### src/rtl/audio_pkg.sv
// Shared constants and types for the I2S frame feeder and its stereo FIFO.
package audio_pkg;

  localparam int I2S_BITS_PER_CH    = 32;
  localparam int I2S_BITS_PER_FRAME = 64;
  localparam int DW_DEFAULT         = 16;
  localparam int BIT_CNT_W          = $clog2(I2S_BITS_PER_FRAME);

  typedef logic [BIT_CNT_W-1:0] bit_cnt_t;

  typedef struct packed {
    logic [DW_DEFAULT-1:0] left;
    logic [DW_DEFAULT-1:0] right;
  } stereo_sample_t;

endpackage

### src/rtl/audio_i2s_frame_feeder_if.sv
// Sample handshake between the synth engine (master) and the frame feeder (slave).
interface audio_i2s_frame_feeder_if #(
  parameter int DW = 16
);

  logic [DW-1:0] i_lsample;
  logic [DW-1:0] i_rsample;
  logic          i_valid;
  logic          o_ready;

  modport master (output i_lsample, output i_rsample, output i_valid, input o_ready);
  modport slave  (input i_lsample, input i_rsample, input i_valid, output o_ready);

endinterface

### src/rtl/audio_stereo_fifo.sv
// Single-clock FIFO of stereo sample pairs; push/pop are ignored when full/empty.
module audio_stereo_fifo
  import audio_pkg::*;
#(
  parameter int  AW     = 2,
  parameter type elem_t = stereo_sample_t
) (
  input  logic        clk,
  input  logic        rst_n,
  input  logic        push,
  input  elem_t       din,
  input  logic        pop,
  output elem_t       dout,
  output logic        full,
  output logic        empty,
  output logic [AW:0] level
);

  localparam int DEPTH = 1 << AW;

  elem_t         mem [DEPTH];
  logic [AW-1:0] wr_ptr;
  logic [AW-1:0] rd_ptr;
  logic          push_ok;
  logic          pop_ok;

  assign full    = (level == (AW+1)'(DEPTH));
  assign empty   = (level == '0);
  assign push_ok = push & ~full;
  assign pop_ok  = pop & ~empty;
  assign dout    = mem[rd_ptr];

  // NOTE: storage is deliberately not reset; the level counter alone defines validity.
  always_ff @(posedge clk) begin
    if (push_ok) mem[wr_ptr] <= din;
  end

  // NOTE: sequential state uses non-blocking assignments so every register sees pre-edge values.
  always_ff @(posedge clk) begin
    if (!rst_n) begin
      wr_ptr <= '0;
      rd_ptr <= '0;
      level  <= '0;
    end else begin
      if (push_ok) wr_ptr <= wr_ptr + 1'b1;
      if (pop_ok)  rd_ptr <= rd_ptr + 1'b1;
      if (push_ok && !pop_ok)      level <= level + 1'b1;
      else if (!push_ok && pop_ok) level <= level - 1'b1;
    end
  end

endmodule

### src/rtl/audio_i2s_frame_feeder.sv
// Generates I2S BCK/LRCK from mCLK and hands one buffered stereo pair to the
// serializer at every frame start.
module audio_i2s_frame_feeder
  import audio_pkg::*;
#(
  parameter int BCK_HALF = 4,
  parameter int FIFO_AW  = 2,
  parameter int DW       = DW_DEFAULT
) (
  input  logic                   mCLK,
  input  logic                   iRST_N,
  audio_i2s_frame_feeder_if.slave s_if,
  output logic                   oAUD_BCK,
  output logic                   oAUD_LRCK,
  output logic [DW-1:0]          o_lsound_out,
  output logic [DW-1:0]          o_rsound_out,
  output logic                   o_frame_tick,
  output logic                   o_underrun,
  output logic [FIFO_AW:0]       o_level
);

  localparam int             DIV_W    = $clog2(BCK_HALF);
  localparam logic [DIV_W-1:0] DIV_LAST = DIV_W'(BCK_HALF - 1);
  localparam bit_cnt_t       LAST_BIT = bit_cnt_t'(I2S_BITS_PER_FRAME - 1);
  localparam bit_cnt_t       CH_BITS  = bit_cnt_t'(I2S_BITS_PER_CH);

  typedef struct packed {
    logic [DW-1:0] left;
    logic [DW-1:0] right;
  } pair_t;

  logic [DIV_W-1:0] div_cnt;
  bit_cnt_t         bit_cnt;
  bit_cnt_t         bit_next;
  logic             div_wrap;
  logic             bck_fall;
  logic             frame_start;
  logic             full;
  logic             empty;
  pair_t            push_data;
  pair_t            head;

  assign div_wrap    = (div_cnt == DIV_LAST);
  assign bck_fall    = div_wrap & oAUD_BCK;
  assign frame_start = bck_fall & (bit_cnt == LAST_BIT);
  assign bit_next    = bit_cnt + 1'b1;
  assign push_data   = {s_if.i_lsample, s_if.i_rsample};
  assign s_if.o_ready = ~full;

  // Pop is driven by the registered empty flag, so a push landing on a
  // frame-start edge is never bypassed into the outputs.
  audio_stereo_fifo #(
    .AW     (FIFO_AW),
    .elem_t (pair_t)
  ) u_fifo (
    .clk   (mCLK),
    .rst_n (iRST_N),
    .push  (s_if.i_valid),
    .din   (push_data),
    .pop   (frame_start),
    .dout  (head),
    .full  (full),
    .empty (empty),
    .level (o_level)
  );

  always_ff @(posedge mCLK) begin
    if (!iRST_N) begin
      div_cnt      <= '0;
      oAUD_BCK     <= 1'b0;
      bit_cnt      <= LAST_BIT;
      oAUD_LRCK    <= 1'b0;
      o_lsound_out <= '0;
      o_rsound_out <= '0;
      o_frame_tick <= 1'b0;
      o_underrun   <= 1'b0;
    end else begin
      div_cnt <= div_wrap ? '0 : div_cnt + 1'b1;
      if (div_wrap) oAUD_BCK <= ~oAUD_BCK;
      if (bck_fall) begin
        bit_cnt   <= bit_next;
        oAUD_LRCK <= (bit_next < CH_BITS);
      end
      o_frame_tick <= frame_start;
      o_underrun   <= frame_start & empty;
      if (frame_start && !empty) begin
        o_lsound_out <= head.left;
        o_rsound_out <= head.right;
      end
    end
  end

endmodule

### src/flat_wrapper.sv
// flat-port wrapper written by rule: the top's interface ports become plain ports
module audio_i2s_frame_feeder_flat import audio_pkg::*;
#(
  parameter int BCK_HALF = 4,
  parameter int FIFO_AW  = 2,
  parameter int DW       = DW_DEFAULT
)
  (mCLK, iRST_N, oAUD_BCK, oAUD_LRCK, o_lsound_out, o_rsound_out, o_frame_tick, o_underrun, o_level, s_if_i_lsample, s_if_i_rsample, s_if_i_valid, s_if_o_ready);
  audio_i2s_frame_feeder_if #(.DW(DW)) s_if_i ();
  input  logic mCLK;
  input  logic iRST_N;
  output logic oAUD_BCK;
  output logic oAUD_LRCK;
  output logic [DW-1:0] o_lsound_out;
  output logic [DW-1:0] o_rsound_out;
  output logic o_frame_tick;
  output logic o_underrun;
  output logic [FIFO_AW:0] o_level;
  input wire logic [$bits(s_if_i.i_lsample)-1:0] s_if_i_lsample;
  input wire logic [$bits(s_if_i.i_rsample)-1:0] s_if_i_rsample;
  input wire logic [$bits(s_if_i.i_valid)-1:0] s_if_i_valid;
  output wire logic [$bits(s_if_i.o_ready)-1:0] s_if_o_ready;
  assign s_if_i.i_lsample = s_if_i_lsample;
  assign s_if_i.i_rsample = s_if_i_rsample;
  assign s_if_i.i_valid = s_if_i_valid;
  assign s_if_o_ready = s_if_i.o_ready;
  audio_i2s_frame_feeder #(.BCK_HALF(BCK_HALF), .FIFO_AW(FIFO_AW), .DW(DW)) u_core (.mCLK(mCLK), .iRST_N(iRST_N), .s_if(s_if_i), .oAUD_BCK(oAUD_BCK), .oAUD_LRCK(oAUD_LRCK), .o_lsound_out(o_lsound_out), .o_rsound_out(o_rsound_out), .o_frame_tick(o_frame_tick), .o_underrun(o_underrun), .o_level(o_level));
endmodule
### config.mk
export PLATFORM = sky130hd
export DESIGN_NAME = audio_i2s_frame_feeder_flat
export DESIGN_NICKNAME = d
export VERILOG_FILES = /design/src/rtl/audio_pkg.sv /design/src/rtl/audio_i2s_frame_feeder_if.sv /design/src/rtl/audio_stereo_fifo.sv /design/src/rtl/audio_i2s_frame_feeder.sv /design/src/flat_wrapper.sv
export SDC_FILE = /design/constraint.sdc
export NUM_CORES = 1
export LEC_CHECK = 0
export CAP_MARGIN = 20
export CORE_AREA = 5 5 119 121
export DETAILED_ROUTE_END_ITERATION = 10
export DIE_AREA = 0 0 124 126
export HOLD_SLACK_MARGIN = 0.02
export PLACE_DENSITY = 0.76
export SLEW_MARGIN = 20
export SYNTH_ARGS = -nofsm -noshare
export SYNTH_HDL_FRONTEND = slang
export SYNTH_HIERARCHICAL = 1
export SYNTH_SLANG_ARGS = --single-unit
### constraint.sdc
create_clock -name mCLK -period 3.4 [get_ports mCLK]
set_input_delay 1.02 -clock mCLK [delete_from_list [all_inputs] [get_ports mCLK]]
set_output_delay 1.02 -clock mCLK [all_outputs]
set_load 0.01 [all_outputs]
* Yosys cells after proc, flatten, opt, wreduce, memory -nomap -nowiden
Memories as Yosys holds them, arrays and structs flattened. A register that Yosys moved wholly into a read port is not among the register bits.
Cells that the tools add are included.
** Word-level totals
- Flip-flop bits (word level) :: 19
- RAM bits :: 128
- Input bits :: 35
- Output and inout bits :: 40
- Logic and storage cells :: 43
- Memories :: 1
** Operators by class
- Add/subtract/negate cells :: 6
- Order comparisons :: 1
- Equality and inequality tests :: 3
- Multiplexer cells :: 4
- Bitwise gates (word level) :: 9
- Reductions and logical operators :: 10
** Memories
- u_core.u_fifo.mem :: words 4, width 32, rd ports 1, clocked after Yosys merged registers in 1, wr ports 1, line audio_stereo_fifo.sv:21 : elem_t mem [DEPTH];
** Operator list (count)
- 2-bit by 1-bit adder with 2-bit output (second input constant) :: 3
- 6-bit by 1-bit adder with 6-bit output (second input constant) :: 1
- 6-bit == test (second input constant) :: 1
- 6-bit less-than comparator (second input constant) :: 1
- 3-bit 2-to-1 mux :: 2
- 1-bit bitwise AND :: 5
- 1-bit zero test :: 4
- 1-bit NOT :: 4
- 3-bit by 1-bit adder with 3-bit output (second input constant) :: 1
- 3-bit == test (second input constant) :: 1
- 1-bit logical AND :: 3
- 3-bit zero test :: 1
- 3-bit by 1-bit subtractor with 3-bit output (second input constant) :: 1
- 2-bit == test (second input constant) :: 1
- 1-bit 2-to-1 mux :: 2
- 2-bit nonzero test :: 1
- 2-bit OR reduction :: 1

* Logic depth before layout (Yosys ltp)
- Word-level depth :: 7
- Depth in mapped cells :: 11

* Hierarchy
The synthesis kept the hierarchy.
** Modules (own cells, without submodules)
- audio_stereo_fifo :: times used 1, cells an instance 215, area each 5147.4 um^2, seq. area each 4023.9 um^2
- audio_i2s_frame_feeder :: times used 1, cells an instance 191, area each 1778.0 um^2, seq. area each 880.8 um^2

* Worst setup path before layout
Ideal clock, no wire load.
- Path type :: input -> register
- Start point :: input s_if_i_valid
- End point :: register u_core.u_fifo.level[2]
- Arrival :: 2.442 ns
- Data required time :: 3.324 ns
- Slack :: 0.882 ns
- Stages :: 8
- Path through :: nor2b_1 -> buf_6 -> ha_1 -> inv_1 -> fa_1 -> xor2_1 -> or3_1 -> a21boi_0
** Between the ends
- Cells in the longest elaborated chain, start to end :: 4
** RTL lines
- start, declared :: line flat_wrapper.sv:21 : input wire logic [$bits(s_if_i.i_valid)-1:0] s_if_i_valid;
- 1-bit bitwise AND (*) :: line audio_stereo_fifo.sv:29 : assign push_ok = push & ~full;
- named net u_core.u_fifo.push_ok :: line audio_stereo_fifo.sv:24 : logic push_ok;
- 1-bit zero test :: line audio_stereo_fifo.sv:48 : else if (!push_ok && pop_ok) level <= level - 1'b1;
- 1-bit logical AND :: line audio_stereo_fifo.sv:48
- 2-bit nonzero test (no line)
- end signal, assigned :: line audio_stereo_fifo.sv:47 : if (push_ok && !pop_ok) level <= level + 1'b1;
- end signal, assigned :: line audio_stereo_fifo.sv:48
- end, declared :: line audio_stereo_fifo.sv:16 : output logic [AW:0] level
The timed path passes the listed nets; every way through them passes the cells marked *.
A chain may end at the register's enable or synchronous reset.

* Worst setup path in the final report
- Start point :: register u_core.u_fifo.level[2]
- End point :: output s_if_o_ready
** Between the ends
- Cells in the longest elaborated chain, start to end :: 2
** RTL lines
- 3-bit == test :: line audio_stereo_fifo.sv:27 : assign full = (level == (AW+1)'(DEPTH));
- named net u_core.full :: line audio_i2s_frame_feeder.sv:38 : logic full;
- 1-bit NOT :: line audio_i2s_frame_feeder.sv:48 : assign s_if.o_ready = ~full;
- end, declared :: line flat_wrapper.sv:22 : output wire logic [$bits(s_if_i.o_ready)-1:0] s_if_o_ready;
The timed path passes the listed nets, and every way through them passes these cells.

==> tab_implementation.tex <==
\begin{tabular}{lr}
\hline
Metric & Value \\
\hline
\multicolumn{2}{l}{\textbf{Setup path}} \\
Capture point of the worst reg-to-reg path & u\_core/u\_fifo/level[2] \\
Setup CP Type & flip-flop to output port \\
Critical path endpoint category & output port \\
Arr. time, crit path & 1640 ps \\
Critical path data required time & 2380 ps \\
R2r worst-path depth & 10 \\
Register-to-Register Setup Slack & 860 ps \\
Number of buffers and inverters on the critical path & 2 \\
Worst r2r src & u\_core/div\_cnt[0] \\
Critical-path top delay cell & sky130\_fd\_sc\_hd\_\_clkdlybuf4s50\_1 \\
Cell family with most CP delay & buffers and inverters \\
Kind of launch point of the worst setup path & flip-flop \\
Ordered cell list for the critical path & nor3b\_2 > inv\_1 > clkdlybuf4s50\_1 \\
Crit Path Max Fanout & 7 \\
Longest individual stage delay on the worst path & 470 ps \\
\multicolumn{2}{l}{\textbf{Clocking}} \\
Clock slew at reported path FFs & 60 ps \\
Clock network latency to the later pin of the worst-skew pair & 420 ps \\
CTS tree & done \\
Number of clock sinks & 181 \\
H-Tree Level Count & 4 \\
Maximum clock path buffer count & 2 \\
Resized cells post-CTS & 0 \\
Buffers inserted during post-CTS setup optimization & 0 \\
Number of buffers inserted during clock tree synthesis & 17 \\
Count of hold-fix buffers inserted at cts & 0 \\
Master cell of the clock root buffer & sky130\_fd\_sc\_hd\_\_clkbuf\_16 \\
\multicolumn{2}{l}{\textbf{Timing}} \\
Minimum hold slack & 429 ps \\
Final Skew & 9.24 ps \\
Remaining max-slew budget at the tightest pin & 44.3\% \\
Max-slew violation total from the final report & 0 \\
Aggregate negative setup slack & 0 ps \\
Fin crit period & 2660 ps \\
Maximum clock rate & 376 MHz \\
Unrepaired setup endpoints after global routing & false \\
Slew at the pin closest to its max-slew limit & 836 ps \\
Count of endpoints failing hold in the final timing report & 0 \\
Final critical-path share of the clock period & 78.2\% \\
Total of endpoints with negative setup slack in the final report & 0 \\
\multicolumn{2}{l}{\textbf{Yosys}} \\
Post-synth EDFFs & 128 \\
Cell count after synthesis & 406 \\
Share of synthesized area occupied by flip-flops and latches & 70.8\% \\
Register bit count reported by yosys & 181 \\
Post-synth ARST share & 0\% \\
Count of cell types in the netlist & 39 \\
Synth top cells by count & sky130\_fd\_sc\_hd\_\_edfxtp\_1, sky130\_fd\_sc\_hd\_\_nand2\_1, sky130\_fd\_sc\_hd\_\_dfxtp\_1 \\
Post-Syn Area per Cell & 17.1 um2 \\
Area contributors post-synth & sky130\_fd\_sc\_hd\_\_edfxtp\_1, sky130\_fd\_sc\_hd\_\_dfxtp\_1, sky130\_fd\_sc\_hd\_\_mux4\_2 \\
Synth Cell Area & 6930 um2 \\
Number of nets produced by synthesis & 449 \\
Top-count cell post-synth & sky130\_fd\_sc\_hd\_\_edfxtp\_1 \\
Synth top area share & 55.5\% \\
Library cell occupying the most area in the post-synthesis netlist & sky130\_fd\_sc\_hd\_\_edfxtp\_1 \\
Most frequently used flop master after synthesis & sky130\_fd\_sc\_hd\_\_edfxtp\_1 \\
Number of synthesis warnings & 6 \\
\multicolumn{2}{l}{\textbf{Drt}} \\
Remaining antenna violation count & 0 \\
Iteration-0 DRC count of the detailed router & 204 \\
Detailed-route via count & 3,594 \\
Per-cell via count in the routed design & 5.31 \\
Routed Wire Length & 12,200 um \\
Residual DRC count & 0 \\
Number of detailed-routing iterations run before antenna repair & 4 \\
Drt wl/cell & 18.0 um \\
\multicolumn{2}{l}{\textbf{Cells and area}} \\
Register Area & 4910 um2 \\
Area taken by multi-input logic gates & 1830 um2 \\
Share of layout cells above drive strength 1 & 16.2\% \\
Area growth from synthesis to final layout & 21.2\% \\
Count of filler cells inserted in the layout & 948 \\
Post-layout nets & 530 \\
\multicolumn{2}{l}{\textbf{Place}} \\
Detail Placement HPWL & 7980 um \\
Global placer's final weighted congestion & 0.762 \\
\# port buffers & 74 \\
\multicolumn{2}{l}{\textbf{Die}} \\
Width of the chip & 124 um \\
I/O pin cnt & 75 \\
Initial Utilization & 53.4\% \\
Placement Rows & 42 \\
Std-Cell Core Area & 13,000 um2 \\
Die outline height & 126 um \\
Area of the die & 15,600 um2 \\
\multicolumn{2}{l}{\textbf{Global routing}} \\
First-pass GRT wire length & 19,500 um \\
Overflow left after global routing & 0 \\
Pin count of the biggest net entering global routing & 61 \\
Number of antenna violations at the first check in global routing & 1 \\
Via count of the first global-routing pass & 3,793 \\
Total GRT Usage & 16.7\% \\
\multicolumn{2}{l}{\textbf{Min path}} \\
Worst hold endpoint & u\_core/div\_cnt[0] \\
Hold WC Path Type & flip-flop to flip-flop \\
Number of cells on the worst hold path & 1 \\
Start point of the worst hold path & u\_core/div\_cnt[0] \\
\multicolumn{2}{l}{\textbf{Power and ir drop}} \\
Peak supply drop & 0.000434 V \\
Leak & 2.77 nW \\
Power per standard cell area & 556 nW/um2 \\
\multicolumn{2}{l}{\textbf{Job}} \\
Max-capacitance violation count & 0 \\
\multicolumn{2}{l}{\textbf{Outcome}} \\
Run status & completed \\
\hline
\end{tabular}
## area by class of cell
cell class,instances,area share [%]
Multi-Input combinational cell,198,21.8
Tap cell,176,2.62
Inverter,5,0.224
Clock inverter,12,0.969
Timing Repair Buffer,84,10.4
Antenna cell,1,0.0298
Clock buffer,20,5.44
Sequential cell,181,58.5
## power breakdown
| group | total, W | switching [W] | internal (W) |
|---|---|---|---|
| logic | 0.000366 | 0.000191 | 0.000175 |
| clock network | 0.00175 | 0.000778 | 0.000969 |
| registers | 0.00256 | 0.0000512 | 0.00250 |
## cell usage in the layout (no fill, tap or decap), types with 2 or more instances in the layout
master	synthesis	final
sky130_fd_sc_hd__inv_1	5	5
sky130_fd_sc_hd__and2_1	11	7
sky130_fd_sc_hd__mux4_2	30	30
sky130_fd_sc_hd__buf_4	0	5
sky130_fd_sc_hd__mux4_1	2	2
sky130_fd_sc_hd__xnor2_1	3	3
sky130_fd_sc_hd__xor2_1	3	3
sky130_fd_sc_hd__edfxtp_1	128	128
sky130_fd_sc_hd__nor2b_1	2	2
sky130_fd_sc_hd__dfxtp_2	0	2
sky130_fd_sc_hd__and3_2	2	2
sky130_fd_sc_hd__dfxtp_1	53	51
sky130_fd_sc_hd__nand3_1	4	4
sky130_fd_sc_hd__buf_12	3	5
sky130_fd_sc_hd__clkinv_4	0	3
sky130_fd_sc_hd__clkinv_1	0	3
sky130_fd_sc_hd__mux2i_1	35	35
sky130_fd_sc_hd__o21ai_0	4	4
sky130_fd_sc_hd__and2_2	0	4
sky130_fd_sc_hd__ha_1	7	7
sky130_fd_sc_hd__clkdlybuf4s50_1	0	73
sky130_fd_sc_hd__or3_1	2	2
sky130_fd_sc_hd__nand2_1	74	74
sky130_fd_sc_hd__clkbuf_16	0	17
sky130_fd_sc_hd__clkinvlp_4	0	4
sky130_fd_sc_hd__clkbuf_8	0	2
## state kept, by name, indices dropped and copies added (netlist names), 2 cells and up, named ones only
name	count
u_core/u_fifo/mem	128
u_core/o_lsound_out	16
u_core/o_rsound_out	16
u_core/bit_cnt	6
u_core/u_fifo/level	3
u_core/div_cnt	2
u_core/u_fifo/rd_ptr	2
u_core/u_fifo/wr_ptr	2
## cell families after synthesis
family,count (synthesis),share of synthesized area (%)
simple gates,105,7.23
flops,181,70.8
fa+ha+maj,8,1.55
mux,67,15.6
xor+xnor,6,0.759
buf+inv,27,2.78
compound gates,12,1.28
## layer usage
metal  routed length, um  track usage [%]
met1                5100             19.9
met2                6450             28.6
met3                 425             4.17
met4                 199             6.83
met5                   0                0
## metrics by stage
step                area [um2]  setup slack, ps  instances  total power (W)  util [%]
finish                    8390              740        677          0.00467      64.7
CTS                       8390              714        676          0.00471      64.6
detailed placement        7850              387        644          0.00297      60.5
global placement          7850              459        644          0.00295      60.5
global route              8390              635        677          0.00485      64.7
floorplan                 6930              882        406          0.00280         -
## worst max-delay path by stage
stage / end / slack [ps] / cells past startpoint / from
after CTS: s_if_o_ready / 710 / 3 / u_core/u_fifo/level[2]
final: s_if_o_ready / 740 / 3 / u_core/u_fifo/level[2]
after global placement: u_core/u_fifo/level[2] / 460 / 8 / s_if_i_valid
after global routing: s_if_o_ready / 640 / 3 / u_core/u_fifo/level[2]
after floorplan: u_core/u_fifo/level[2] / 880 / 8 / s_if_i_valid
after detailed placement: u_core/u_fifo/level[2] / 390 / 8 / s_if_i_valid
Power figures use the tool's default switching activity.
